--- config.mk ---
export PLATFORM = sky130hd
export DESIGN_NAME = alu_issue_ctrl
export DESIGN_NICKNAME = d
export VERILOG_FILES = /design/src/rtl/alu_issue_ctrl.sv
export SDC_FILE = /design/constraint.sdc
export NUM_CORES = 1
export LEC_CHECK = 0
export ABC_CLOCK_PERIOD_IN_PS = 1900
export BUFFER_PORTS_ARGS = -buffer_cell sky130_fd_sc_hd__buf_2
export CAP_MARGIN = 20
export CORE_MARGIN = 2
export CORE_UTILIZATION = 42
export CTS_CLUSTER_DIAMETER = 200
export DETAILED_ROUTE_END_ITERATION = 7
export GPL_TIMING_DRIVEN = 0
export HOLD_SLACK_MARGIN = 0.02
export PLACE_DENSITY = 0.77
export SLEW_MARGIN = 10
export SYNTH_ARGS = -nofsm -noshare
export SYNTH_HDL_FRONTEND = slang
export SYNTH_SLANG_ARGS = --single-unit
--- constraint.sdc ---
create_clock -name clk -period 1.9 [get_ports clk]
set_clock_uncertainty 0.1 [all_clocks]
set_input_delay 0.285 -clock clk [delete_from_list [all_inputs] [get_ports clk]]
set_output_delay 0.285 -clock clk [all_outputs]
set_load 0.01 [all_outputs]
--- src/rtl/alu_issue_ctrl.sv ---
// Issue stage for ALU32Bit: MIPS opcode/funct decode into ALU control plus the ID/EX register.
// Optional variable shifts and GREATER decode are enabled by defining ALU_ISSUE_VSHIFT_EN.
module alu_issue_ctrl #(
  parameter int DW = 32,
  parameter int CW = 4
) (
  input  logic          clk,
  input  logic          reset,
  input  logic          id_valid,
  output logic          id_ready,
  input  logic [5:0]    opcode,
  input  logic [5:0]    funct,
  input  logic [4:0]    shamt,
  input  logic [15:0]   imm,
  input  logic [DW-1:0] rs_data,
  input  logic [DW-1:0] rt_data,
  input  logic          stall,
  input  logic          flush,
  input  logic          alu_ovf,
  output logic [CW-1:0] alu_ctrl,
  output logic [DW-1:0] alu_data1,
  output logic [DW-1:0] alu_data2,
  output logic [4:0]    alu_shamt,
  output logic          ex_valid,
  output logic          illegal_op,
  output logic          ovf_trap
);

  localparam logic [CW-1:0] C_ADD = 4'b0000;
  localparam logic [CW-1:0] C_SUB = 4'b0001;
  localparam logic [CW-1:0] C_AND = 4'b0010;
  localparam logic [CW-1:0] C_OR  = 4'b0011;
  localparam logic [CW-1:0] C_SLL = 4'b0100;
  localparam logic [CW-1:0] C_SRL = 4'b0101;
  localparam logic [CW-1:0] C_SRA = 4'b0110;
`ifdef ALU_ISSUE_VSHIFT_EN
  localparam logic [CW-1:0] C_GT  = 4'b0111;
`endif
  localparam logic [CW-1:0] C_LT  = 4'b1000;

  logic          dec_legal_s;
  logic          dec_trap_s;
  logic [CW-1:0] dec_ctrl_s;
  logic [DW-1:0] dec_d1_s;
  logic [DW-1:0] dec_d2_s;
  logic [4:0]    dec_sh_s;
  logic [DW-1:0] imm_sext_s;
  logic [DW-1:0] imm_zext_s;
  logic          ex_new_r;
  logic          chk_d1_r;
  logic          trap_flag_r;

  assign id_ready   = ~stall;
  assign imm_sext_s = {{(DW-16){imm[15]}}, imm};
  assign imm_zext_s = {{(DW-16){1'b0}}, imm};

  // Instruction decode: control code, operand selection and trap classification
  always_comb begin
    dec_legal_s = 1'b1;
    dec_trap_s  = 1'b0;
    dec_ctrl_s  = C_ADD;
    dec_d1_s    = rs_data;
    dec_d2_s    = rt_data;
    dec_sh_s    = shamt;
    case (opcode)
      6'h00: begin
        case (funct)
          6'h20: begin dec_ctrl_s = C_ADD; dec_trap_s = 1'b1; end
          6'h21: dec_ctrl_s = C_ADD;
          6'h22: begin dec_ctrl_s = C_SUB; dec_trap_s = 1'b1; end
          6'h23: dec_ctrl_s = C_SUB;
          6'h24: dec_ctrl_s = C_AND;
          6'h25: dec_ctrl_s = C_OR;
          6'h00: begin dec_ctrl_s = C_SLL; dec_d1_s = rt_data; end
          6'h02: begin dec_ctrl_s = C_SRL; dec_d1_s = rt_data; end
          6'h03: begin dec_ctrl_s = C_SRA; dec_d1_s = rt_data; end
          6'h2A: dec_ctrl_s = C_LT;
`ifdef ALU_ISSUE_VSHIFT_EN
          // Variable shifts take the amount from rs instead of the shamt field
          6'h04: begin dec_ctrl_s = C_SLL; dec_d1_s = rt_data; dec_sh_s = rs_data[4:0]; end
          6'h06: begin dec_ctrl_s = C_SRL; dec_d1_s = rt_data; dec_sh_s = rs_data[4:0]; end
          6'h07: begin dec_ctrl_s = C_SRA; dec_d1_s = rt_data; dec_sh_s = rs_data[4:0]; end
          6'h3A: dec_ctrl_s = C_GT;
`endif
          default: dec_legal_s = 1'b0;
        endcase
      end
      6'h08: begin dec_ctrl_s = C_ADD; dec_d2_s = imm_sext_s; dec_sh_s = 5'd0; dec_trap_s = 1'b1; end
      6'h09: begin dec_ctrl_s = C_ADD; dec_d2_s = imm_sext_s; dec_sh_s = 5'd0; end
      6'h0C: begin dec_ctrl_s = C_AND; dec_d2_s = imm_zext_s; dec_sh_s = 5'd0; end
      6'h0D: begin dec_ctrl_s = C_OR;  dec_d2_s = imm_zext_s; dec_sh_s = 5'd0; end
      6'h0A: begin dec_ctrl_s = C_LT;  dec_d2_s = imm_sext_s; dec_sh_s = 5'd0; end
      6'h23: begin dec_ctrl_s = C_ADD; dec_d2_s = imm_sext_s; dec_sh_s = 5'd0; end
      6'h2B: begin dec_ctrl_s = C_ADD; dec_d2_s = imm_sext_s; dec_sh_s = 5'd0; end
      6'h04: begin dec_ctrl_s = C_SUB; dec_d2_s = rt_data;    dec_sh_s = 5'd0; end
      default: dec_legal_s = 1'b0;
    endcase
  end

  // ID/EX register, bubble/stall/flush handling and overflow trap pipeline
  always_ff @(posedge clk) begin
    if (reset) begin
      alu_ctrl    <= C_ADD;
      alu_data1   <= '0;
      alu_data2   <= '0;
      alu_shamt   <= 5'd0;
      ex_valid    <= 1'b0;
      illegal_op  <= 1'b0;
      ovf_trap    <= 1'b0;
      ex_new_r    <= 1'b0;
      chk_d1_r    <= 1'b0;
      trap_flag_r <= 1'b0;
    end else if (flush) begin
      ex_valid   <= 1'b0;
      ex_new_r   <= 1'b0;
      chk_d1_r   <= 1'b0;
      ovf_trap   <= 1'b0;
      illegal_op <= 1'b0;
    end else begin
      // ex_new limits the check to the first EX cycle, so a stalled op traps once
      chk_d1_r <= ex_valid & ex_new_r & trap_flag_r;
      ovf_trap <= chk_d1_r & alu_ovf;
      if (stall) begin
        ex_new_r   <= 1'b0;
        illegal_op <= 1'b0;
      end else if (id_valid) begin
        alu_data1   <= dec_d1_s;
        alu_data2   <= dec_d2_s;
        alu_shamt   <= dec_sh_s;
        alu_ctrl    <= dec_legal_s ? dec_ctrl_s : C_ADD;
        ex_valid    <= dec_legal_s;
        ex_new_r    <= dec_legal_s;
        trap_flag_r <= dec_legal_s & dec_trap_s;
        illegal_op  <= ~dec_legal_s;
      end else begin
        ex_valid   <= 1'b0;
        ex_new_r   <= 1'b0;
        illegal_op <= 1'b0;
      end
    end
  end

endmodule

==> impl_metrics.py, run 1 <==
metrics = {
    "pwr": {
        "clock_power_share_pct": 34.9,
        "p_leak_nw": 2.21,
        "swShare_pct": 28.2,
        "finalPower_w": 0.00361,
        "p_sw_w": 0.00102,
        "ir_drop_v": 0.000327,
        "intPower_w": 0.00259,
        "seq_power_share_pct": 49.0,
        "power_density_nw_per_um2": 733,
        "combinationalPowerShare_pct": 16.1,
    },
    "synthesis": {
        "yosysTopAreaCellShare_pct": 43.5,
        "synth_ff_type": "dfxtp_1",
        "ys_seq_elements": 79,
        "synthTopCellsByArea": "dfxtp_1 (43%), a311oi_1 (7.7%), nor2_1 (7.4%)",
        "synth_cells": 430,
        "ys_seq_area_share_pct": 43.5,
        "postSynthAreaPerCell_sq_um": 8.46,
        "yosys_warnings": 0,
        "synth_area_sq_um": 3640,
        "ys_async_sr_fraction_pct": 0,
        "synth_edf_count": 0,
        "synth_fp_nets": 533,
        "ys_types": 40,
        "synth_top_cell_by_area": "dfxtp_1",
    },
    "floorplanning": {
        "std_cell_rows": 33,
        "dieHeight_microns": 97.1,
        "start_util_pct": 43.8,
        "die-area_sq_um": 9420,
        "io_pins": 180,
        "die_w_microns": 97.1,
        "coreArea_sq_um": 8300,
    },
    "sta": {
        "max-slew-margin-rel_pct": 59.7,
        "fin_crit_ns": 1.85,
        "worstMarginPinSlew_ns": 0.603,
        "min_period_over_period_pct": 97.4,
        "setup-violations-final": 0,
        "whs_ns": 0.0624,
        "hold_viol": 0,
        "maxSlewViolCount": 0,
        "fmax_mhz": 540,
    },
    "clocking": {
        "clock_latency_ns": 0.34,
        "cts_htree_levels": 3,
        "root_buffer": "clkbuf_8",
        "path_clk_slew_ns": 0.08,
        "hold_buffers": 0,
        "cts_sinks": 79,
        "cts_made_buffers": 9,
        "cts_tree": "yes",
        "clockBufferDepth": 2,
    },
    "grt": {
        "grt_pass1_vias": 4031,
        "grt_antenna_before_repair": 0,
        "grt_pass1_wl_mm": 19.6,
        "gr-usage-all-layers_pct": 25.2,
        "grt_max_degree": 15,
        "gr-total-overflow": 0,
    },
    "final_layout": {
        "fin_area_sq_um": 4930,
        "diodes": 0,
        "nets": 722,
        "final_common_cell": "buf_2",
        "area_growth_pct": 35.5,
        "layout_common_cells": "buf_2 (182), dfxtp_1 (79), nor2_1 (72)",
        "instances_no_fill": 729,
        "layout-drive-gt1-share_pct": 35.7,
    },
    "critical_path": {
        "regToRegStartpoint": "alu_data1[3]$_SDFFE_PP0P_",
        "worstSetupPathType": "in -> reg",
        "r2r-end": "alu_data1[3]$_SDFFE_PP0P_",
        "crit_path_end_kind": "flop",
        "worstPathArrival_ns": 1.95,
        "r2r_slack_ns": 1.00,
        "crit_fanout": 10,
        "crit_required_ns": 2.00,
        "cp-start-kind": "input port",
        "ff2ff_path_depth": 2,
    },
    "job": {
        "cap_violations": 0,
    },
    "worst_hold_path": {
        "holdPathStages": 2,
        "min_from": "alu_ovf",
        "hold_class": "in -> reg",
        "worstHoldEndpoint": "ovf_trap$_SDFF_PP0_",
    },
    "placed_design": {
        "gp_congestion": 0.908,
        "dpl_cell_area_sq_um": 4680,
        "place_hpwl_mm": 9.39,
        "place_inst": 712,
        "port_buffers": 177,
    },
    "outcome": {
        "status": "completed",
    },
    "drt": {
        "avgViaCountPerCell": 5.59,
        "drc": 0,
        "dr.pass1.iters": 4,
        "drt-initial-drc-count": 217,
        "wl_per_cell_microns": 16.7,
        "drt_wl_total_mm": 12.2,
        "route.vias.total": 4075,
        "ant_nets": 0,
    },
}
logic make-up (layout without fill, tap and decap cells):
logic type / Yosys count / in the layout / synth area share [%]
muxes: 17 / 17 / 4.71
and+or+nand+nor: 165 / 165 / 22.0
xor gates and xnor gates: 1 / 1 / 0.241
AOI/OAI and AO/OA: 123 / 123 / 23.6
buffers and inverters: 45 / 239 / 5.95
DFF: 79 / 79 / 43.5
registers in the layout, summed over array words and instances (netlist names):
register / flops
alu_ctrl: 4
chk_d1_r: 1
trap_flag_r: 1
illegal_op: 1
alu_data2: 32
ex_new_r: 1
alu_shamt: 5
ex_valid: 1
ovf_trap: 1
alu_data1: 32
cell usage after synthesis (2+ instances only):
master / count
nand2_1: 24
a311oi_1: 32
nand3b_1: 10
o32ai_1: 3
nand3_1: 35
o21ai_1: 33
dfxtp_1: 79
or3_1: 3
nor2b_1: 5
nand2b_1: 3
a22oi_1: 2
a211oi_1: 32
buf_2: 8
clkbuf_1: 28
a21oi_1: 3
buf_6: 5
nor3b_1: 2
mux2i_1: 16
o21ai_0: 11
inv_1: 4
a2bb2oi_1: 2
nor2_1: 72
power by group through the flow:
stage / Sequential (W) / Combinational (W) / Clock (W)
global placement: 0.00180 / 0.000557 / 0
global route: 0.00178 / 0.000636 / 0.00134
finish: 0.00177 / 0.000580 / 0.00126
CTS: 0.00177 / 0.000572 / 0.00127
floorplan: 0.00184 / 0.000255 / 0
detailed placement: 0.00181 / 0.000569 / 0
how the worst max path moves through the flow:
stage / startpoint / end / slack (ns) / cells after the start
finish: opcode[2] / alu_data1[28]$_SDFFE_PP0P_ / 0.05 / 7
floorplan: opcode[0] / alu_data1[28]$_SDFFE_PP0P_ / -0.01 / 7
detailed placement: stall / alu_data2[22]$_SDFFE_PP0P_ / -0.52 / 6
CTS: stall / alu_data2[22]$_SDFFE_PP0P_ / 0.02 / 6
global placement: stall / alu_data2[28]$_SDFFE_PP0P_ / -0.48 / 6
global route: opcode[2] / alu_data1[29]$_SDFFE_PP0P_ / -0.01 / 8
critical path, cell delays in order:
cell and delay (ns):
buf_2 0.14, or4_4 0.52, buf_6 0.15, or3_4 0.42
buf_6 0.17, o21ai_1 0.16, a311oi_1 0.11
area by class of cell:
cell class / instances / area (sq um)
Tap cell: 105 / 131
Multi-Input combinational cell: 306 / 1870
Timing Repair Buffer: 178 / 906
Inverter: 4 / 15.0
Clock inverter: 7 / 71.3
Clock buffer: 9 / 124
Sequential cell: 79 / 1580
Fill cell: 789 / 3370
Buffer: 41 / 234
metal layers:
metal / track usage (%) / share of wire [%]
met5: 0 / 0
met4: 6.18 / 0.78
met3: 5.61 / 8.0
met2: 44.2 / 49
met1: 31.3 / 42
through the flow:
| step | setup TNS, ns | setup WS [ns] | utilization [%] |
|---|---|---|---|
| floorplan | -0.289 | -0.0111 | - |
| global placement | -17.76 | -0.482 | 56.4 |
| detailed placement | -20.11 | -0.520 | 56.4 |
| CTS | 0 | 0.0236 | 58.8 |
| global route | -0.0209 | -0.0105 | 59.4 |
| finish | 0 | 0.0494 | 59.4 |
repair_timing:
action,in CTS,in global routing
endpoints found under the setup margin,10,51
resized for setup,1,19
setup buffers,0,1
pin swaps,0,1
Note: power is estimated with default switching activity, not from simulation.
==> inputs of run 2 (changes only) <==
RECOVER_POWER = 50   (was unset)
==> impl_metrics.py, run 2 (synthesis gave the netlist of run 1 again) <==
metrics = {
    "outcome": {
        "status": "completed",
    },
    "critical_path": {
        "regToRegStartpoint": "alu_data1[6]$_SDFFE_PP0P_",
        "ff2ff_path_depth": 2,
        "crit_path_end_kind": "flop",
        "crit_required_ns": 2.00,
        "worstSetupPathType": "in -> reg",
        "critPathTopFamily": "simple AND/OR/NAND/NOR gates",
        "critPathBufInv": 3,
        "cpPeakStageDelay_ns": 0.52,
        "worstPathArrival_ns": 1.96,
        "crit_cells": 7,
        "cpMaxStageDelayCell": "or4_4",
        "crit_fanout": 10,
        "worst_path_most_repeated_cell": "buf_6",
        "r2r_slack_ns": 1.00,
        "cp-start-kind": "input port",
        "r2r-end": "alu_data1[6]$_SDFFE_PP0P_",
        "worstPathCellList": "buf_2 -> or4_4 -> buf_6 -> or3_4 -> buf_6 -> o21ai_1 -> a311oi_1",
    },
    "drt": {
        "drt_wl_total_mm": 12.3,
        "drt-initial-drc-count": 206,
        "dr.pass1.iters": 5,
        "route.vias.total": 4118,
        "drc": 0,
        "ant_nets": 0,
        "wl_per_cell_microns": 16.8,
        "avgViaCountPerCell": 5.65,
    },
    "sta": {
        "fin_crit_ns": 1.86,
        "setup_tns_ns": 0,
        "setup-violations-final": 0,
        "maxSlewViolCount": 0,
        "fmax_mhz": 538,
        "min_period_over_period_pct": 97.8,
        "hold_viol": 0,
        "max-slew-margin-rel_pct": 59.1,
        "worstMarginPinSlew_ns": 0.611,
    },
    "floorplanning": {
        "io_pins": 180,
        "die_w_microns": 97.1,
        "coreArea_sq_um": 8300,
        "die-area_sq_um": 9420,
        "dieHeight_microns": 97.1,
        "start_util_pct": 43.8,
        "std_cell_rows": 33,
    },
    "final_layout": {
        "layout-drive-gt1-share_pct": 24.2,
        "reg_top3": "alu_data1: 32 flops, alu_data2: 32 flops, alu_shamt: 5 flops",
        "fillers": 818,
        "nets": 722,
        "fin_area_sq_um": 4840,
        "layout_common_cells": "buf_2 (110), clkbuf_1 (92), dfxtp_1 (79)",
        "final_common_cell": "buf_2",
        "area_growth_pct": 33.0,
        "diodes": 0,
    },
    "grt": {
        "gr-total-overflow": 0,
        "grt_max_degree": 15,
        "grt_pass1_vias": 4031,
        "gr-usage-all-layers_pct": 25.2,
        "grt_pass1_wl_mm": 19.6,
        "grt_antenna_before_repair": 0,
    },
    "pwr": {
        "p_leak_nw": 1.91,
        "power_density_nw_per_um2": 744,
        "finalPower_w": 0.00360,
        "ir_drop_v": 0.000325,
    },
    "worst_hold_path": {
        "holdPathStages": 2,
        "min_from": "alu_ovf",
        "worstHoldEndpoint": "ovf_trap$_SDFF_PP0_",
        "hold_class": "in -> reg",
    },
    "placed_design": {
        "place_hpwl_mm": 9.39,
        "port_buffers": 177,
        "dpl_cell_area_sq_um": 4680,
        "gp_congestion": 0.908,
    },
    "clocking": {
        "path_clk_slew_ns": 0.08,
        "cts_made_buffers": 9,
        "clockBufferDepth": 2,
        "root_buffer": "clkbuf_8",
        "clock_latency_ns": 0.34,
        "cts_htree_levels": 3,
        "hold_buffers": 0,
        "cts_tree": "yes",
        "cts_sinks": 79,
    },
    "job": {
        "cap_violations": 0,
    },
}
[run 2: area by class of cell]
class                   count  area (sq um)  area share (%)
clock buffers               9           124            2.56
flip-flops and latches     79          1580            32.7
well taps                 105           131            2.72
clock inverters             7          71.3            1.47
repair buffers            178           816            16.9
inverters                   4          15.0           0.310
plain buffers              41           234            4.84
multi-input cells         306          1870            38.6
[run 2: worst max path at each step]
stage / end / start
after detailed placement: alu_data2[22]$_SDFFE_PP0P_ / stall
final: alu_data1[28]$_SDFFE_PP0P_ / opcode[2]
after global placement: alu_data2[28]$_SDFFE_PP0P_ / stall
after floorplan: alu_data1[28]$_SDFFE_PP0P_ / opcode[0]
after CTS: alu_data2[22]$_SDFFE_PP0P_ / stall
after global routing: alu_data1[29]$_SDFFE_PP0P_ / opcode[2]
[run 2: metrics by stage]
| stage | worst slack [ns] | hold WS, ns | util, % | instances |
|---|---|---|---|---|
| finish | 0.0416 | 0.0613 | 58.3 | 729 |
| global route | -0.0105 | 0.0602 | 58.3 | 729 |
| CTS | 0.0236 | 0.0538 | 58.8 | 728 |
| detailed placement | -0.520 | 0.346 | 56.4 | 712 |
| global placement | -0.482 | 0.342 | 56.4 | 712 |
| floorplan | -0.0111 | 0.323 | - | 430 |
[run 2: metal layers]
metal  GRT usage, %  wire length, microns  up-vias
met5              0                     0        -
met4           6.18                   111        0
met3           5.61                   988       11
met2           44.2                  6060      201
met1           31.3                  5120     1939
li1               -                     -     1967
[run 2: power breakdown]
part           switching, W  leakage [nW]  internal, W
Clock              0.000653         0.103     0.000610
Sequential        0.0000420         0.645      0.00173
Combinational      0.000330          1.17     0.000233
Total               0.00102          1.91      0.00257
[run 2: repair_timing]
| item | in CTS | in global routing |
|---|---|---|
| gates resized for setup | 1 | 19 |
| setup buffers | 0 | 1 |
| gates cloned | 0 | 0 |
| setup endpoints to repair | 10 | 51 |
| pin swaps | 0 | 1 |
